[src/rtl/fir_controller_if.sv]
// Handshake and datapath-control bundle between the FIR controller,
// the sample source and the serial-MAC datapath registers.
interface fir_controller_if #(
    parameter int ADDR_W = 6
);
    logic              input_valid;
    logic              flush;
    logic              input_ready;
    logic              shift_en;
    logic              acc_clear;
    logic              acc_load;
    logic [ADDR_W-1:0] coef_addr;
    logic              out_load;
    logic              output_valid;
    logic              busy;

    // Controller side: consumes the request/abort, drives every enable.
    modport master (
        input  input_valid,
        input  flush,
        output input_ready,
        output shift_en,
        output acc_clear,
        output acc_load,
        output coef_addr,
        output out_load,
        output output_valid,
        output busy
    );

    // Source/datapath side: the mirror image of the controller.
    modport slave (
        output input_valid,
        output flush,
        input  input_ready,
        input  shift_en,
        input  acc_clear,
        input  acc_load,
        input  coef_addr,
        input  out_load,
        input  output_valid,
        input  busy
    );
endinterface

[src/rtl/fir_controller.sv]
// Control FSM for a serial-MAC FIR datapath. Takes one sample per
// valid/ready handshake, walks LENGTH multiply-accumulate cycles through
// the coefficient/tap address, then loads the output register and pulses
// output_valid. No arithmetic lives here, only register enables.
module fir_controller #(
    parameter int LENGTH = 64,
    parameter int ADDR_W = 6
) (
    input  logic             clk,
    input  logic             rst,
    fir_controller_if.master bus
);

    typedef enum logic [1:0] {
        IDLE = 2'd0,
        CALC = 2'd1,
        OUT  = 2'd2
    } state_t;

    localparam logic [ADDR_W-1:0] LAST_ADDR = ADDR_W'(LENGTH - 1);

    state_t            state_q, state_d;
    logic [ADDR_W-1:0] count_q, count_d;
    logic              output_valid_q, output_valid_d;

    logic inIdle;
    logic inCalc;
    logic inOut;
    logic running;

    assign inIdle  = (state_q == IDLE);
    assign inCalc  = (state_q == CALC);
    assign inOut   = (state_q == OUT);
    assign running = !rst && !bus.flush;

    // Next-state logic: flush wins over everything, and any unused encoding falls back to IDLE.
    always_comb begin
        state_d        = IDLE;
        count_d        = '0;
        output_valid_d = 1'b0;
        if (!bus.flush) begin
            case (state_q)
                IDLE: begin
                    state_d = bus.input_valid ? CALC : IDLE;
                end
                CALC: begin
                    if (count_q == LAST_ADDR) begin
                        state_d = OUT;
                    end else begin
                        state_d = CALC;
                        count_d = count_q + ADDR_W'(1);
                    end
                end
                OUT: begin
                    state_d        = IDLE;
                    output_valid_d = 1'b1;
                end
                default: begin
                    state_d = IDLE;
                end
            endcase
        end
    end

    // State, MAC step counter and the registered result-valid pulse.
    always_ff @(posedge clk or posedge rst) begin
        if (rst) begin
            state_q        <= IDLE;
            count_q        <= '0;
            output_valid_q <= 1'b0;
        end else begin
            state_q        <= state_d;
            count_q        <= count_d;
            output_valid_q <= output_valid_d;
        end
    end

    // Output decode is gated by rst so everything reads 0 while reset is held,
    // even though IDLE would otherwise advertise input_ready.
    assign bus.input_ready  = running && inIdle;
    assign bus.shift_en     = running && inIdle && bus.input_valid;
    assign bus.acc_clear    = !rst && (bus.flush || (inIdle && bus.input_valid));
    assign bus.acc_load     = running && inCalc;
    assign bus.coef_addr    = (!rst && inCalc) ? count_q : '0;
    assign bus.out_load     = running && inOut;
    assign bus.output_valid = !rst && output_valid_q;
    assign bus.busy         = !rst && (inCalc || inOut);

endmodule

[src/flat_wrapper.sv]
// flat-port wrapper written by rule: the top's interface ports become plain ports
module fir_controller_flat 
#(
    parameter int LENGTH = 64,
    parameter int ADDR_W = 6
)
  (clk, rst, bus_input_valid, bus_flush, bus_input_ready, bus_shift_en, bus_acc_clear, bus_acc_load, bus_coef_addr, bus_out_load, bus_output_valid, bus_busy);
  fir_controller_if #(.ADDR_W(ADDR_W)) bus_i ();
  input  logic clk;
  input  logic rst;
  input wire logic [$bits(bus_i.input_valid)-1:0] bus_input_valid;
  input wire logic [$bits(bus_i.flush)-1:0] bus_flush;
  output wire logic [$bits(bus_i.input_ready)-1:0] bus_input_ready;
  output wire logic [$bits(bus_i.shift_en)-1:0] bus_shift_en;
  output wire logic [$bits(bus_i.acc_clear)-1:0] bus_acc_clear;
  output wire logic [$bits(bus_i.acc_load)-1:0] bus_acc_load;
  output wire logic [$bits(bus_i.coef_addr)-1:0] bus_coef_addr;
  output wire logic [$bits(bus_i.out_load)-1:0] bus_out_load;
  output wire logic [$bits(bus_i.output_valid)-1:0] bus_output_valid;
  output wire logic [$bits(bus_i.busy)-1:0] bus_busy;
  assign bus_i.input_valid = bus_input_valid;
  assign bus_i.flush = bus_flush;
  assign bus_input_ready = bus_i.input_ready;
  assign bus_shift_en = bus_i.shift_en;
  assign bus_acc_clear = bus_i.acc_clear;
  assign bus_acc_load = bus_i.acc_load;
  assign bus_coef_addr = bus_i.coef_addr;
  assign bus_out_load = bus_i.out_load;
  assign bus_output_valid = bus_i.output_valid;
  assign bus_busy = bus_i.busy;
  fir_controller #(.LENGTH(LENGTH), .ADDR_W(ADDR_W)) u_core (.clk(clk), .rst(rst), .bus(bus_i));
endmodule
[config.mk]
export PLATFORM = sky130hd
export DESIGN_NAME = fir_controller_flat
export DESIGN_NICKNAME = d
export VERILOG_FILES = /design/src/rtl/fir_controller_if.sv /design/src/rtl/fir_controller.sv /design/src/flat_wrapper.sv
export SDC_FILE = /design/constraint.sdc
export NUM_CORES = 1
export LEC_CHECK = 0
export CORE_AREA = 2 2 39 41
export CTS_BUF_LIST = sky130_fd_sc_hd__clkbuf_8
export CTS_CLUSTER_DIAMETER = 60
export DETAILED_ROUTE_END_ITERATION = 7
export DIE_AREA = 0 0 41 43
export GPL_TIMING_DRIVEN = 0
export PLACE_DENSITY = 0.69
export SLEW_MARGIN = 20
export SYNTH_ARGS = -nofsm -noshare
export SYNTH_HDL_FRONTEND = slang
export SYNTH_SLANG_ARGS = --single-unit
[constraint.sdc]
create_clock -name clk -period 1.8 [get_ports clk]
set_input_delay 0.36 -clock clk [delete_from_list [all_inputs] [get_ports clk]]
set_output_delay 0.36 -clock clk [all_outputs]
set_load 0.02 [all_outputs]
-- Yosys cells after proc, flatten, opt, wreduce, memory -nomap -nowiden
Index checks and enable logic that the tools add are counted.
- add/sub/neg operators: 1
- $mul: 0
- divide/modulo/power cells: 0
- order comparisons: 0
- eq/ne operators: 3
- shifts and indexed selects: 0
- muxes and demuxes: 10
- bitwise logic cells: 0
- reduce and logical (&&, ||, !) cells: 15
- operator list (cell ; count):
    two-way mux 6 bit ; 4
    logical AND 1 bit ; 10
    adder 6 x 1 -> 6 bit, second input constant ; 1
    equality test 6 bit, second input constant ; 1
    two-way mux 2 bit ; 2
    one-hot mux 2 bit (2 select lines) ; 1
    two-way mux 1 bit ; 3
    equality test 2 x 1 -> 1 bit, second input constant ; 1
    equality test 2 bit, second input constant ; 1
    zero test 1 bit ; 2
    zero test 2 bit ; 1
    logical OR 1 bit ; 2
- register bits: 9
- bits in latches: 0
- memory bits (writable): 0
- ROM bits: 0
- bits of input ports: 4
- output and inout port bits: 13
- word-level logic and storage cells: 32
- memories kept: 0

-- Longest topological paths before layout
- word-level depth: 4
- depth in mapped cells: 5
- depth with buffers taken out: 5

-- Worst setup path after synthesis
No wires, ideal clock.
- kind: reg2out
- from: reg u_core.state_q[0]
- to: out bus_input_ready
- arrival time: 1.135 ns
- required time: 1.440 ns
- setup slack: 0.305 ns
- cell stages (with the launch flop): 4
- buffers on the path: 0
- cells stage by stage: dfrtp_1 inv_1 ha_1 nor3b_1
- word-level cells in the longest chain between the ends: 2
- ends and longest elaborated chain (item ; line ; RTL):
    start: declaration ; fir_controller.sv:22 ; state_t state_q, state_d;
    start signal: assignment ; fir_controller.sv:72 ; state_q <= state_d;
    zero test 2 bit ; fir_controller.sv:31 ; assign inIdle = (state_q == IDLE);
    logical AND 1 bit ; fir_controller.sv:80 ; assign bus.input_ready = running && inIdle;
    end: declaration ; flat_wrapper.sv:13 ; output wire logic [$bits(bus_i.input_ready)-1:0] bus_input_ready;
No other way between the ends.

-- Worst setup path in the final report
- from: reg u_core.state_q[1]
- to: out bus_coef_addr[3]
- word-level cells in the longest chain between the ends: 3
- ends and longest elaborated chain (item ; line ; RTL):
    equality test 2 x 1 -> 1 bit ; fir_controller.sv:32 ; assign inCalc = (state_q == CALC);
    logical AND 1 bit ; fir_controller.sv:84 ; assign bus.coef_addr = (!rst && inCalc) ? count_q : '0;
    two-way mux 6 bit ; fir_controller.sv:84 ;
    end: declaration ; flat_wrapper.sv:17 ; output wire logic [$bits(bus_i.coef_addr)-1:0] bus_coef_addr;
No other way between the ends.

==> results.yml <==
critical_path:
  r2r_slack_ns: 0.40
  crit_fanout: 6
  rr_worst_depth: 4
  endpoint: "bus_coef_addr[3]"
  crit_path_end_kind: "output port"
  arrival_ns: 1.42
  critPathLaunchType: "flop"
  cp.required_ns: 1.44
  r2r_end: "u_core.state_q[0]"
  critPathKind: "flop to output port"
  cp-startpoint: "u_core.state_q[1]"
  rr_startpoint: "u_core.count_q[0]"
final_layout:
  fillers: 139
  nNetsFinal: 84
  utilization_pct: 51.7
  diodes: 0
  drive_gt1_share_pct: 29.3
  mostFrequentLayoutCells: "dfrtp_1, and2_1, nor2_1, buf_2, nor2b_1"
  design_area_um2: 716
  syn_to_final_growth_pct: 40.9
  layout_commonest_cell: "dfrtp_1"
sta:
  hold_viol_final: 0
  setup_viol: 0
  rsz0062_at_grt: "yes"
  max_freq_mhz: 561
  fin_skew_ns: 0.000597
  fin_crit_ns: 1.78
  tightest_slew_ns: 0.418
  timing.hold.ws_ns: 0.455
  slew_viol_final: 0
  period_share_pct: 99.0
  maxSlewHeadroom_pct: 72.1
power_and_ir_drop:
  switching_share_pct: 25.1
  p_switching_w: 0.000129
  power_frac_seq_pct: 41.1
  ir_drop_uv: 396
  p_comb_share_pct: 13.5
  p_leak_nw: 0.345
  p_int_w: 0.000385
  clkPwrFrac_pct: 45.3
  p_per_area_nw_per_um2: 719
global_route:
  overflow: 0
  grt_use_total_pct: 14.9
  first_global_vias: 402
  grt_pass1_wl_mm: 1.72
  grt_max_degree: 10
  grt_antenna_before_repair: 0
route:
  wirelength_mm: 1.05
  drcViolationCount: 0
  first_iter_violations: 2
  post_drt_wl_per_cell_um: 11.5
  drt-vias-per-instance: 4.58
  ant_nets: 0
  routed-via-count: 417
  drt_pass1_iterations: 4
synth:
  syn_inst: 54
  yosysWarnings: 0
  synth_fa_ha_area_share_pct: 9.85
  avgSynthCellArea_um2: 9.41
  ys_ff_latch: 9
  yosys.cell_types.count: 20
  synth_edf_count: 0
  yosys.area_share.simple_pct: 32.8
  syn_nets: 62
  synth.area.mux_share_pct: 0
  synth_compound_area_share_pct: 5.67
  synth_top_family_by_area: "simple AND/OR/NAND/NOR gates"
  async_flop_share_pct: 100
  synthFlopType: "dfrtp_1"
  synth_xor_xnor_area_share_pct: 5.17
  netlist_area_um2: 508
  yosysSeqAreaShare_pct: 44.3
run_status:
  outcome: "complete, no violations"
floorplanning:
  rows: 14
  core_area_um2: 1380
  floorplan.die.height_um: 43
  ios: 17
  die_x_um: 41
  dieArea_um2: 1760
  initial_core_util_pct: 36.7
placement:
  gp_congestion: 0.739
  hpwl_um: 771
  io_buffers: 16
  place_area_um2: 688
worst_hold_path:
  hold_path_class: "input pin to async pin"
clock_network:
  cts_tree: "yes"
  cts-root-buf: "clkbuf_8"
  cts_max_level: 1
  path_clk_slew_ns: 0.05
  numCtsBuffers: 3
  clock_latency_ns: 0.23
  clock_sinks: 9
  clk_path_buf_depth: 2
run:
  cap_violations: 0
==> layer usage <==
metal  global-route usage (%)  wire length [um]  vias to the layer above
li1                         -                 -                      215
met4                     10.0                13                        0
met5                        0                 0                        -
met1                     19.8               498                      191
met2                     20.6               500                        9
met3                     3.14                35                        2
==> cells by family after synthesis <==
| logic type | Yosys count |
|---|---|
| adders and majority gates | 4 |
| AOI/OAI and AO/OA | 5 |
| buffers and inverters | 3 |
| and+or+nand+nor | 30 |
| xor gates and xnor gates | 3 |
| DFF | 9 |
==> registers in the layout, summed over array words and instances, names as in the netlist <==
name / cells
u_core.count_q: 6
u_core.output_valid_q: 1
u_core.state_q: 2
==> power by group through the flow <==
stage          logic (W)  clock network [W]  registers [W]
3_5_place_dp   0.0000677                  0       0.000215
5_1_grt        0.0000778           0.000253       0.000212
4_1_cts        0.0000711           0.000240       0.000212
3_3_place_gp   0.0000669                  0       0.000214
2_1_floorplan  0.0000367                  0       0.000214
6_report       0.0000697           0.000233       0.000212
==> cells in the mapped netlist, types with 2 or more instances <==
cell | count | share of area (%)
nand2_1 | 3 | 2.2
xor2_1 | 2 | 3.4
inv_1 | 3 | 2.2
nor3_1 | 2 | 2.0
nor2b_1 | 5 | 6.2
dfrtp_1 | 9 | 44
ha_1 | 4 | 9.9
o21ai_0 | 2 | 2.0
nor2_1 | 6 | 4.4
and2_1 | 7 | 8.6
nand3_1 | 2 | 2.0
==> worst min path at each step <==
stage	startpoint	endpoint	slack [ns]	cells after the start
after floorplan	rst	u_core.count_q[0]	0.19	1
after global placement	u_core.count_q[0]	u_core.count_q[0]	0.49	1
after detailed placement	u_core.count_q[0]	u_core.count_q[0]	0.50	1
after CTS	rst	u_core.count_q[0]	0.45	3
after global routing	rst	u_core.output_valid_q	0.50	3
final	rst	u_core.count_q[5]	0.46	3
==> timing repair <==
item | CTS | global route
gates resized for setup | 43 | 7
hold buffers | 0 | 0
pin swaps | 0 | 0
buffers inserted | 1 | 0
endpoints found under the setup margin | 13 | 11
==> critical path: stages (launching register included) <==
cell and delay, ns:
dfrtp_1 0.38, inv_1 0.08, ha_2 0.21, nor2b_4 0.20
and2_1 0.15, buf_2 0.16
==> stage by stage <==
stage / instances / TNS, ns / setup slack, ns / power, W
final: 91 / 0 / 0.0176 / 0.000515
after global routing: 91 / -0.331 / -0.0600 / 0.000543
after CTS: 91 / 0 / 0.00428 / 0.000523
after detailed placement: 86 / -6.08 / -0.630 / 0.000282
after global placement: 86 / -5.88 / -0.607 / 0.000281
after floorplan: 54 / 0 / 0.305 / 0.000250
==> area by class of cell <==
type,instances,area (um^2),share of cell area [%]
inverter,3,15.0,2.10
clock buffer,3,41.3,5.77
tap,16,20.0,2.80
clock inverter,1,3.75,0.524
timing repair buffer,17,121,17.0
sequential,9,225,31.5
multi-input combinational,42,289,40.4
Power figures use the tool's default switching activity.
